===== config.mk =====
export PLATFORM = sky130hd
export DESIGN_NAME = grid_ram_arbiter
export DESIGN_NICKNAME = d
export VERILOG_FILES = /design/src/rtl/grid_pkg.sv /design/src/rtl/grid_arb_pick.sv /design/src/rtl/grid_ram_arbiter.sv
export SDC_FILE = /design/constraint.sdc
export NUM_CORES = 1
export LEC_CHECK = 0
export ABC_CLOCK_PERIOD_IN_PS = 2400
export BUFFER_PORTS_ARGS = -buffer_cell sky130_fd_sc_hd__buf_2
export CORE_MARGIN = 2
export CORE_UTILIZATION = 45
export DETAILED_ROUTE_END_ITERATION = 8
export HOLD_SLACK_MARGIN = 0.08
export PLACE_DENSITY = 0.84
export SLEW_MARGIN = 20
export SYNTH_ARGS = -nofsm -noshare
export SYNTH_HDL_FRONTEND = slang
export SYNTH_HIERARCHICAL = 1
export SYNTH_SLANG_ARGS = --single-unit

===== constraint.sdc =====
create_clock -name clk -period 2.4 [get_ports clk]
set_clock_uncertainty 0.1 [all_clocks]
set_input_delay 0.12 -clock clk [delete_from_list [all_inputs] [get_ports clk]]
set_output_delay 0.12 -clock clk [all_outputs]
set_load 0.02 [all_outputs]

===== src/rtl/grid_pkg.sv =====
// rtl/grid_pkg.sv - shared sizes, op codes and FSM states for the grid row RAM arbiter
package grid_pkg;

    localparam int GRID_NREQ   = 3;
    localparam int GRID_DATA_W = 40;
    localparam int GRID_ADDR_W = 5;
    localparam int GRID_ROWS   = 31;

    localparam logic [1:0] OP_RD  = 2'b00;
    localparam logic [1:0] OP_WR  = 2'b01;
    localparam logic [1:0] OP_TGL = 2'b10;

    typedef enum logic [1:0] {
        IDLE   = 2'd0,
        ACCESS = 2'd1,
        RDWAIT = 2'd2,
        WRBACK = 2'd3
    } grid_state_t;

endpackage


===== src/rtl/grid_arb_pick.sv =====
// rtl/grid_arb_pick.sv - combinational winner select; round-robin when GRID_ARB_RR_EN is defined, else fixed priority
import grid_pkg::*;

module grid_arb_pick #(
    parameter int NREQ  = GRID_NREQ,
    parameter int PTR_W = 2
) (
    input  logic [NREQ-1:0]  req,
`ifdef GRID_ARB_RR_EN
    input  logic [PTR_W-1:0] ptr,
`endif
    output logic             any,
    output logic [PTR_W-1:0] win
);

`ifdef GRID_ARB_RR_EN
    int idx;

    // ptr is the first index to consider; the first set bit from there wins
    always_comb begin
        any = 1'b0;
        win = '0;
        idx = 0;
        for (int i = 0; i < NREQ; i++) begin
            idx = int'(ptr) + i;
            if (idx >= NREQ) begin
                idx = idx - NREQ;
            end
            if (!any && req[idx]) begin
                any = 1'b1;
                win = PTR_W'(idx);
            end
        end
    end
`else
    // Scanning downwards lets the lowest set index overwrite the others
    always_comb begin
        any = 1'b0;
        win = '0;
        for (int i = NREQ - 1; i >= 0; i--) begin
            if (req[i]) begin
                any = 1'b1;
                win = PTR_W'(i);
            end
        end
    end
`endif

endmodule


===== src/rtl/grid_ram_arbiter.sv =====
// rtl/grid_ram_arbiter.sv - serialises read/write/toggle requests onto the single-port life-grid row RAM (GRID_ARB_RR_EN selects round-robin)
import grid_pkg::*;

module grid_ram_arbiter #(
    parameter int NREQ   = GRID_NREQ,
    parameter int DATA_W = GRID_DATA_W,
    parameter int ADDR_W = GRID_ADDR_W,
    parameter int ROWS   = GRID_ROWS
) (
    input  logic                   clk,
    input  logic                   reset_n,
    input  logic [NREQ-1:0]        req,
    input  logic [2*NREQ-1:0]      op,
    input  logic [ADDR_W*NREQ-1:0] addr,
    input  logic [DATA_W*NREQ-1:0] wdata,
    output logic [NREQ-1:0]        gnt,
    output logic [NREQ-1:0]        done,
    output logic                   err,
    output logic                   rvalid,
    output logic [DATA_W-1:0]      rdata,
    output logic                   busy,
    output logic [ADDR_W-1:0]      ram_addr,
    output logic [DATA_W-1:0]      ram_data,
    output logic                   ram_wren,
    input  logic [DATA_W-1:0]      ram_q
);

    localparam int PTR_W = (NREQ > 1) ? $clog2(NREQ) : 1;

    grid_state_t       state, state_nxt;
    logic [1:0]        op_r;
    logic [ADDR_W-1:0] addr_r;
    logic [DATA_W-1:0] wdata_r;
    logic [DATA_W-1:0] mod_r;
    logic [PTR_W-1:0]  win_r;
    logic [PTR_W-1:0]  pick_win;
    logic              pick_any;
    logic [NREQ-1:0]   done_c;
    logic              addr_bad;
    logic              is_wr;
    logic              is_tgl;

    assign addr_bad = 32'(addr_r) >= 32'(ROWS);
    assign is_wr    = op_r == OP_WR;
    assign is_tgl   = op_r == OP_TGL;
    assign busy     = state != IDLE;

    // Read completion is registered, so it arrives while the FSM is already back in IDLE
    assign done = done_c | ({NREQ{rvalid}} & (NREQ'(1) << win_r));

`ifdef GRID_ARB_RR_EN
    logic [PTR_W-1:0] ptr_r;

    grid_arb_pick #(.NREQ(NREQ), .PTR_W(PTR_W)) u_pick (
        .req (req),
        .ptr (ptr_r),
        .any (pick_any),
        .win (pick_win)
    );

    always_ff @(posedge clk) begin
        if (!reset_n) begin
            ptr_r <= '0;
        end else if (state == IDLE && pick_any) begin
            ptr_r <= (pick_win == PTR_W'(NREQ - 1)) ? '0 : pick_win + PTR_W'(1);
        end
    end
`else
    grid_arb_pick #(.NREQ(NREQ), .PTR_W(PTR_W)) u_pick (
        .req (req),
        .any (pick_any),
        .win (pick_win)
    );
`endif

    always_comb begin
        state_nxt = state;
        gnt       = '0;
        done_c    = '0;
        err       = 1'b0;
        ram_addr  = '0;
        ram_data  = '0;
        ram_wren  = 1'b0;
        case (state)
            IDLE: begin
                if (pick_any) begin
                    gnt       = NREQ'(1) << pick_win;
                    state_nxt = ACCESS;
                end
            end
            ACCESS: begin
                ram_addr = addr_r;
                if (addr_bad) begin
                    done_c    = NREQ'(1) << win_r;
                    err       = 1'b1;
                    state_nxt = IDLE;
                end else if (is_wr) begin
                    ram_wren  = 1'b1;
                    ram_data  = wdata_r;
                    done_c    = NREQ'(1) << win_r;
                    state_nxt = IDLE;
                end else begin
                    state_nxt = RDWAIT;
                end
            end
            RDWAIT: begin
                ram_addr  = addr_r;
                state_nxt = is_tgl ? WRBACK : IDLE;
            end
            WRBACK: begin
                ram_addr  = addr_r;
                ram_data  = mod_r;
                ram_wren  = 1'b1;
                done_c    = NREQ'(1) << win_r;
                state_nxt = IDLE;
            end
            default: state_nxt = IDLE;
        endcase
    end

    always_ff @(posedge clk) begin
        if (!reset_n) begin
            state   <= IDLE;
            op_r    <= '0;
            addr_r  <= '0;
            wdata_r <= '0;
            mod_r   <= '0;
            win_r   <= '0;
            rdata   <= '0;
            rvalid  <= 1'b0;
        end else begin
            state  <= state_nxt;
            rvalid <= 1'b0;
            if (state == IDLE && pick_any) begin
                op_r    <= op[int'(pick_win)*2 +: 2];
                addr_r  <= addr[int'(pick_win)*ADDR_W +: ADDR_W];
                wdata_r <= wdata[int'(pick_win)*DATA_W +: DATA_W];
                win_r   <= pick_win;
            end
            if (state == RDWAIT) begin
                if (is_tgl) begin
                    mod_r <= ram_q ^ wdata_r;
                end else begin
                    rdata  <= ram_q;
                    rvalid <= 1'b1;
                end
            end
        end
    end

endmodule


# Word level (Yosys, flattened, before mapping)
# Cells that the tools add are included.
# classes
n_mul	2
magnitude_cmp	1
eq_ne	6
shifts	5
mux	26
bitwise	4
n_reduce_logical	7
# ops
operator	n
120-bit by 9-bit variable part select with 40-bit output	1
40-bit two-way mux	2
40-bit one-hot mux with 2 select lines	1
40-bit XOR	1
15-bit by 6-bit variable part select with 5-bit output	1
2-bit two-way mux	7
3-bit two-way mux	4
2-bit by 3-bit multiplier with 5-bit output (second input constant)	2
1-bit two-way mux	8
2-bit one-hot mux with 4 select lines	1
2-bit equality test (second input constant)	3
3-bit one-hot mux with 2 select lines	1
2-bit AND reduction	3
6-bit by 4-bit variable part select with 2-bit output	1
1-bit by 2-bit left shift with 3-bit output (first input constant)	2
5-bit greater-or-equal comparator (second input constant)	1
5-bit two-way mux	1
2-bit by 1-bit equality test with 1-bit output (second input constant)	2
3-bit AND	1
3-bit bitwise OR	1
3-bit OR reduction	1
2-bit logical NOT	1
2-bit inequality test (second input constant)	1
1-bit one-hot mux with 2 select lines	1
3 further kinds	3
# totals
regBits	132
out_inout_bits	95

# Logic depth before layout (Yosys ltp)
# Gate-level depths: netlist of the first run.
# depth
word_depth	6
depth_mapped	7

# Modules after synthesis
# Netlist of the first run, hierarchy kept.
# by_module_without_submodules
module	instances	cells_per_inst	area_per_inst_um2	seq_area_each_um2
grid_ram_arbiter	1	744	6892.9	2642.5
grid_arb_pick	1	3	20.0	0.0

# Least setup slack after synthesis of the first run
# Ideal clock, no wire load.
# synth_path
path_kind	flip-flop to output port
startpoint	register state[0]
endpoint	output port gnt[0]
t_arrival_ns	1.547
t_required_ns	2.180
path_slack_ns	0.633
path_stages_with_launch	6
path_cell_list	dfxtp_1 buf_6 or3b_1 buf_6 buf_6 nor3_1
# synth_via
elab_chain_len	2
# synth_lines
element	line_no	rtl
from (decl)	grid_ram_arbiter.sv:30	grid_state_t state, state_nxt;
from (signal assigned)	grid_ram_arbiter.sv:132	state <= state_nxt;
2-bit logical NOT	grid_ram_arbiter.sv:84	case (state)
3-bit two-way mux	grid_ram_arbiter.sv:84	
to (decl)	grid_ram_arbiter.sv:16	output logic [NREQ-1:0] gnt,
# Every way passes these cells.

# Worst setup path after layout of the first run
# layout_path
startpoint	input port req[0]
endpoint	register wdata_r[37]
# layout_via
elab_chain_len	3
word_cells_on_any_way	5
cone_classes	mul (1); shift (1); mux (2); reduce/logical (1)
# layout_lines
element	line_no	rtl
from (decl)	grid_ram_arbiter.sv:12	input logic [NREQ-1:0] req,
2-bit two-way mux	grid_arb_pick.sv:41	if (req[i]) begin
net pick_win[1]	grid_ram_arbiter.sv:36	logic [PTR_W-1:0] pick_win;
2-bit by 3-bit multiplier with 5-bit output	grid_ram_arbiter.sv:137	wdata_r <= wdata[int'(pick_win)*DATA_W +: DATA_W];
120-bit by 9-bit variable part select with 40-bit output	grid_ram_arbiter.sv:137	
to (signal assigned)	grid_ram_arbiter.sv:137	
to (decl)	grid_ram_arbiter.sv:33	logic [DATA_W-1:0] wdata_r;
# The timed path passes the listed nets, and every way through them passes these cells.
# A chain may end at the register's enable or synchronous reset.

==> results of run 1 <==
## logic make-up (layout without fill, tap and decap cells)
logic type	count (synthesis)	count (layout)	share of synthesized area
XOR/XNOR	40	40	0.05068
AND/OR/NAND/NOR	167	167	0.1207
buffers and inverters	85	478	0.06027
flip-flops	132	132	0.3823
AO/OA/AOI/OAI	276	276	0.3119
multiplexers	47	47	0.07421
## power breakdown
part | leakage (uW) | switching (uW) | internal, uW
combinational | 0.00356 | 776 | 750
clock | 0.000276 | 965 | 1500
sequential | 0.00108 | 165 | 2340
total | 0.00491 | 1910 | 4590
## routing by layer
| metal | routed length (um) | share of wire |
|---|---|---|
| met2 | 12730 | 0.48 |
| met4 | 1106 | 0.042 |
| met5 | 0 | 0 |
| met1 | 10680 | 0.40 |
| met3 | 2075 | 0.078 |
## worst paths after layout
path                 start     endpoint  slack [ps]  depth (start not counted)
hold / removal      req[1]     state[1]         100                          3
setup / recovery    req[0]  wdata_r[37]          40                          8
hold reg to reg   rdata[7]     rdata[7]         370                          2
setup reg to reg  state[0]  wdata_r[37]         160                          5
## cells in the final DEF, fill, tap and decap left out, types with 17 or more instances in the layout
cell / count
buf_4: 17
a21boi_0: 29
mux2_2: 34
a22oi_1: 22
xnor2_1: 40
dlygate4sd3_1: 138
nand2_1: 57
dfxtp_1: 131
buf_2: 279
a32o_1: 32
a21boi_1: 46
clkbuf_16: 17
o211a_1: 40
o21ai_0: 54
nand3_1: 75
## worst max-delay path: stages
cell,delay (ps)
dlygate4sd3_1,530
buf_2,160
nor3b_4,270
nor2b_4,290
buf_4,260
nand3_1,160
a21boi_1,240
dlygate4sd3_1,580
## registers in the layout, summed over array words and instances, names as in the netlist
name and count:
addr_r 5, wdata_r 40, rdata 40, state 2, rvalid 1, win_r 2, op_r 2, mod_r 40
## repair_timing
action,CTS,global route
gates resized for setup,0,20
hold endpoints to repair,128,1
endpoints found under the setup margin,0,41
buffers inserted,0,2
hold buffers,137,1
## through the flow
stage / hold slack, ps / setup WS, ps / util / instance area (sq um)
after global placement: 274.8 / 601.4 / 0.5627 / 8491
after global routing: 112.9 / 1.140 / 0.6973 / 10520
after CTS: 81.83 / 12.87 / 0.6912 / 10430
after floorplan: 166.6 / 632.6 / - / 6913
final: 104.9 / 39.36 / 0.6973 / 10520
after detailed placement: 283.3 / 567.3 / 0.5627 / 8491
## cell type report
cell class | instances | area (sq um)
timing repair buffer | 446 | 3118
inverter | 1 | 3.754
sequential | 132 | 2644
tap | 188 | 235.2
clock inverter | 7 | 46.29
fill | 1122 | 4568
multi-input combinational | 530 | 3953
clock buffer | 24 | 521.8
==> flow_summary.ini, run 1 <==
[run_status]
status = finished clean

[placed_design]
hpwl_mm = 15.97
port_buffers = 280
placedCellCount = 1157
routabilityCongestion = 0.8854

[global_routing]
grt_start_max_net_pins = 83
grt_pass1_vias = 7676
grt_first_pass_wirelength_mm = 40.22
grt_util_met1 = 0.3923
globalRoute.busiestLayer = met2
grt_use_met2 = 0.5181
use_met3 = 0.06260
antenna_found_initial = 0
overflow = 0
grt_use_total = 0.3165

[timing]
setup_viol = 0
hold_viol = 0
tightest_slew_ps = 592.9
fmax_ghz = 0.4236
final_max_slew_viol_count = 0
rsz0062_at_grt = no
min_period_ps = 2361
final.setup.tns_ps = 0
fin_crit_sh = 0.9836
slew_headroom = 0.6039

[die]
rows = 45
initial_utilization = 0.4581
core_area_sq_mm = 0.01509
die_area_sq_mm = 0.01637
io_pins = 281
die_x_um = 127.9
fp.dieH_um = 127.9

[yosys]
ys_seq_elements = 132
synth_common_cells = 132 x dfxtp_1, 75 x nand3_1, 57 x nand2_1
synth-edff-count = 0
synthDistinctLibCells = 43
ys.flop_type = dfxtp_1
yosysTopAreaCell = dfxtp_1
yosysMostFrequentCell = dfxtp_1
synth_warnings = 6
syn_inst = 747
syn_nets = 933
avgSynthCellArea_sq_um = 9.254
ys_async_sr_fraction = 0
netlist.area_leader.share = 0.3823
synth.area.top_cells = dfxtp_1 38%, o211a_1 5.8%, mux2_2 5.5%
syn_area_sq_mm = 0.006913
yosysSeqAreaShare = 0.3823

[routing]
drtIter0Drc = 767
drc = 0
drtPass1Iterations = 5
route.detailed.wl_per_inst_um = 20.02
wl_mm = 26.59
vias = 7829
detail-route-antenna-nets = 0
viasPerCell = 5.895

[power_and_ir_drop]
power_leakage_uw = 0.004915
power_uw = 6494
vdd_drop_max_mv = 0.5071
p_per_area_mw_per_mm2 = 617.2

[clocking]
clk_pin_slew_worst_paths_ps = 60
cts.sinks = 132
ctsHtreeMaxLevel = 4
cts_tree = done
clk_latency_ps = 420
cts-root-buf = clkbuf_16
cts_buffer_depth = 2
numCtsBuffers = 17

[cells_and_area]
drive_gt1_frac = 0.3553
antennaDiodeCount = 0
final_cells = 1328
syn2layout_area_growth_pct = 52.20
fin_nets = 1314

[worst_setup_path]
critPathKind = in2reg
critPathLaunchType = primary input
crit_fanout = 16
arrival_ps = 2620
endpoint_kind = register
crit_required_ps = 2660

[worst_hold_path]
min_path_type = in2reg

[job]
maxCapViolations = 0
Note: power is estimated with default switching activity, not from simulation.
==> run 2, diff against run 1 <==
- CORE_UTILIZATION: 45 -> 32
- GPL_TIMING_DRIVEN: not set -> 0
- PLACE_DENSITY: 0.84 -> 0.66
==> run 2 against run 1 <==
  * Sequential power is essentially flat
  * Total power is 3.3% higher
  * Via count up 1.0%
  * Cell area increased by 2.8%
  * First-iteration DRC count decreased by 43%
  * Critical endpoint is now ram_data[9]
==> flow_summary.ini, run 2 (synthesized netlist as in run 1, its figures left out) <==
[cells_and_area]
final_common_cell = buf_2
layout_common_cells = 300 x buf_2, 149 x dlygate4sd3_1, 132 x dfxtp_1, 75 x nand3_1, 57 x nand2_1
design_area_sq_mm = 0.01081
syn2layout_area_growth_pct = 56.40
drive_gt1_frac = 0.3400
top_regs = mod_r: 40 flops, rdata: 40 flops, wdata_r: 40 flops
fin_nets = 1383

[clocking]
numCtsBuffers = 17
cts_tree = done
clk_pin_slew_worst_paths_ps = 60
ctsHtreeMaxLevel = 4
cts.sinks = 132
cts-root-buf = clkbuf_16
clk_latency_ps = 420
cts_buffer_depth = 2

[global_routing]
globalRoute.busiestLayer = met2
antenna_found_initial = 1
grt_first_pass_wirelength_mm = 43.82
grt_start_max_net_pins = 17
grt_util_met1 = 0.3366
grt_use_total = 0.2570
use_met3 = 0.04006
overflow = 0
grt_pass1_vias = 7767
grt_use_met2 = 0.4275

[timing]
fin_crit_sh = 0.9821
tightest_slew_ps = 790.0
fmax_ghz = 0.4243
final.setup.tns_ps = 0
rsz0062_at_grt = yes
slew_headroom = 0.4733
hold_viol = 0
layout_setup_ws_ps = 42.96
setup_viol = 0
final_max_slew_viol_count = 0
holdWs_ps = 119.8
min_period_ps = 2357

[die]
die_area_sq_mm = 0.02280
die_x_um = 151.0
rows = 53
initial_utilization = 0.3278
fp.dieH_um = 151.0
io_pins = 281
core_area_sq_mm = 0.02109

[placed_design]
pre_cts_slack_ps = 216.6
post_dp_cell_area_sq_mm = 0.008653
hpwl_mm = 21.10
routabilityCongestion = 0.8134
port_buffers = 279

[routing]
wl_mm = 29.83
drc = 0
vias = 7911
detail-route-antenna-nets = 0
drtIter0Drc = 439
route.detailed.wl_per_inst_um = 20.09
drtPass1Iterations = 5
viasPerCell = 5.327

[run_status]
status = finished clean

[worst_setup_path]
crit_required_ps = 2180
arrival_ps = 2140
endpoint_kind = primary output
critPathKind = reg2out
crit_fanout = 10
critPathLaunchType = register

[worst_hold_path]
min_path_type = in2reg

[power_and_ir_drop]
p_per_area_mw_per_mm2 = 620.6
vdd_drop_max_mv = 0.3429
power_leakage_uw = 0.005110

[job]
maxCapViolations = 0
-- run 2: layer usage --
layer	share of wire	vias up
met1	0.44	3841
met3	0.061	51
met2	0.47	337
met4	0.025	0
met5	0	-
li1	-	3682
-- run 2: worst paths after layout --
check             cells past startpoint      start  slack, ps          end
setup / recovery                      6   state[0]         40  ram_data[9]
hold / removal                        3    reset_n        120   wdata_r[3]
setup reg to reg                      7   state[1]        110  wdata_r[17]
hold reg to reg                       2  rdata[28]        380    rdata[28]
-- run 2: what timing repair did --
item,in CTS,in global routing
hold buffers,149,0
hold endpoints to repair,127,0
endpoints found under the setup margin,30,75
setup buffers,1,3
pin swaps,0,1
resized for setup,7,26
gates cloned,0,0
-- run 2: through the flow --
step	total power [uW]	std cells	util
6_report	6710	1485	0.5127
4_1_cts	6685	1482	0.5101
2_1_floorplan	3273	747	-
3_3_place_gp	3814	1301	0.4103
5_1_grt	6964	1485	0.5127
3_5_place_dp	3830	1301	0.4103
-- run 2: where the power goes --
group	leakage (uW)	switching, uW	internal, uW
combinational	0.00374	828	767
sequential	0.00108	148	2330
clock	0.000289	1000	1630
-- run 2: layout make-up --
type / instances / area, sq um
Sequential cell: 132 / 2643
Antenna cell: 1 / 2.502
Timing Repair Buffer: 432 / 2918
Clock inverter: 8 / 100.1
Multi-Input combinational cell: 530 / 3866
Inverter: 1 / 3.754
Buffer: 83 / 446.7
Clock buffer: 23 / 488.0
Tap cell: 275 / 344.1
Fill cell: 1999 / 10280
-- run 2: critical path, cell delays in order (launching register included) --
cell and delay [ps]:
dfxtp_1 380, buf_6 160, nor2b_1 160, clkbuf_1 260
clkbuf_4 310, a32o_1 260, buf_2 190
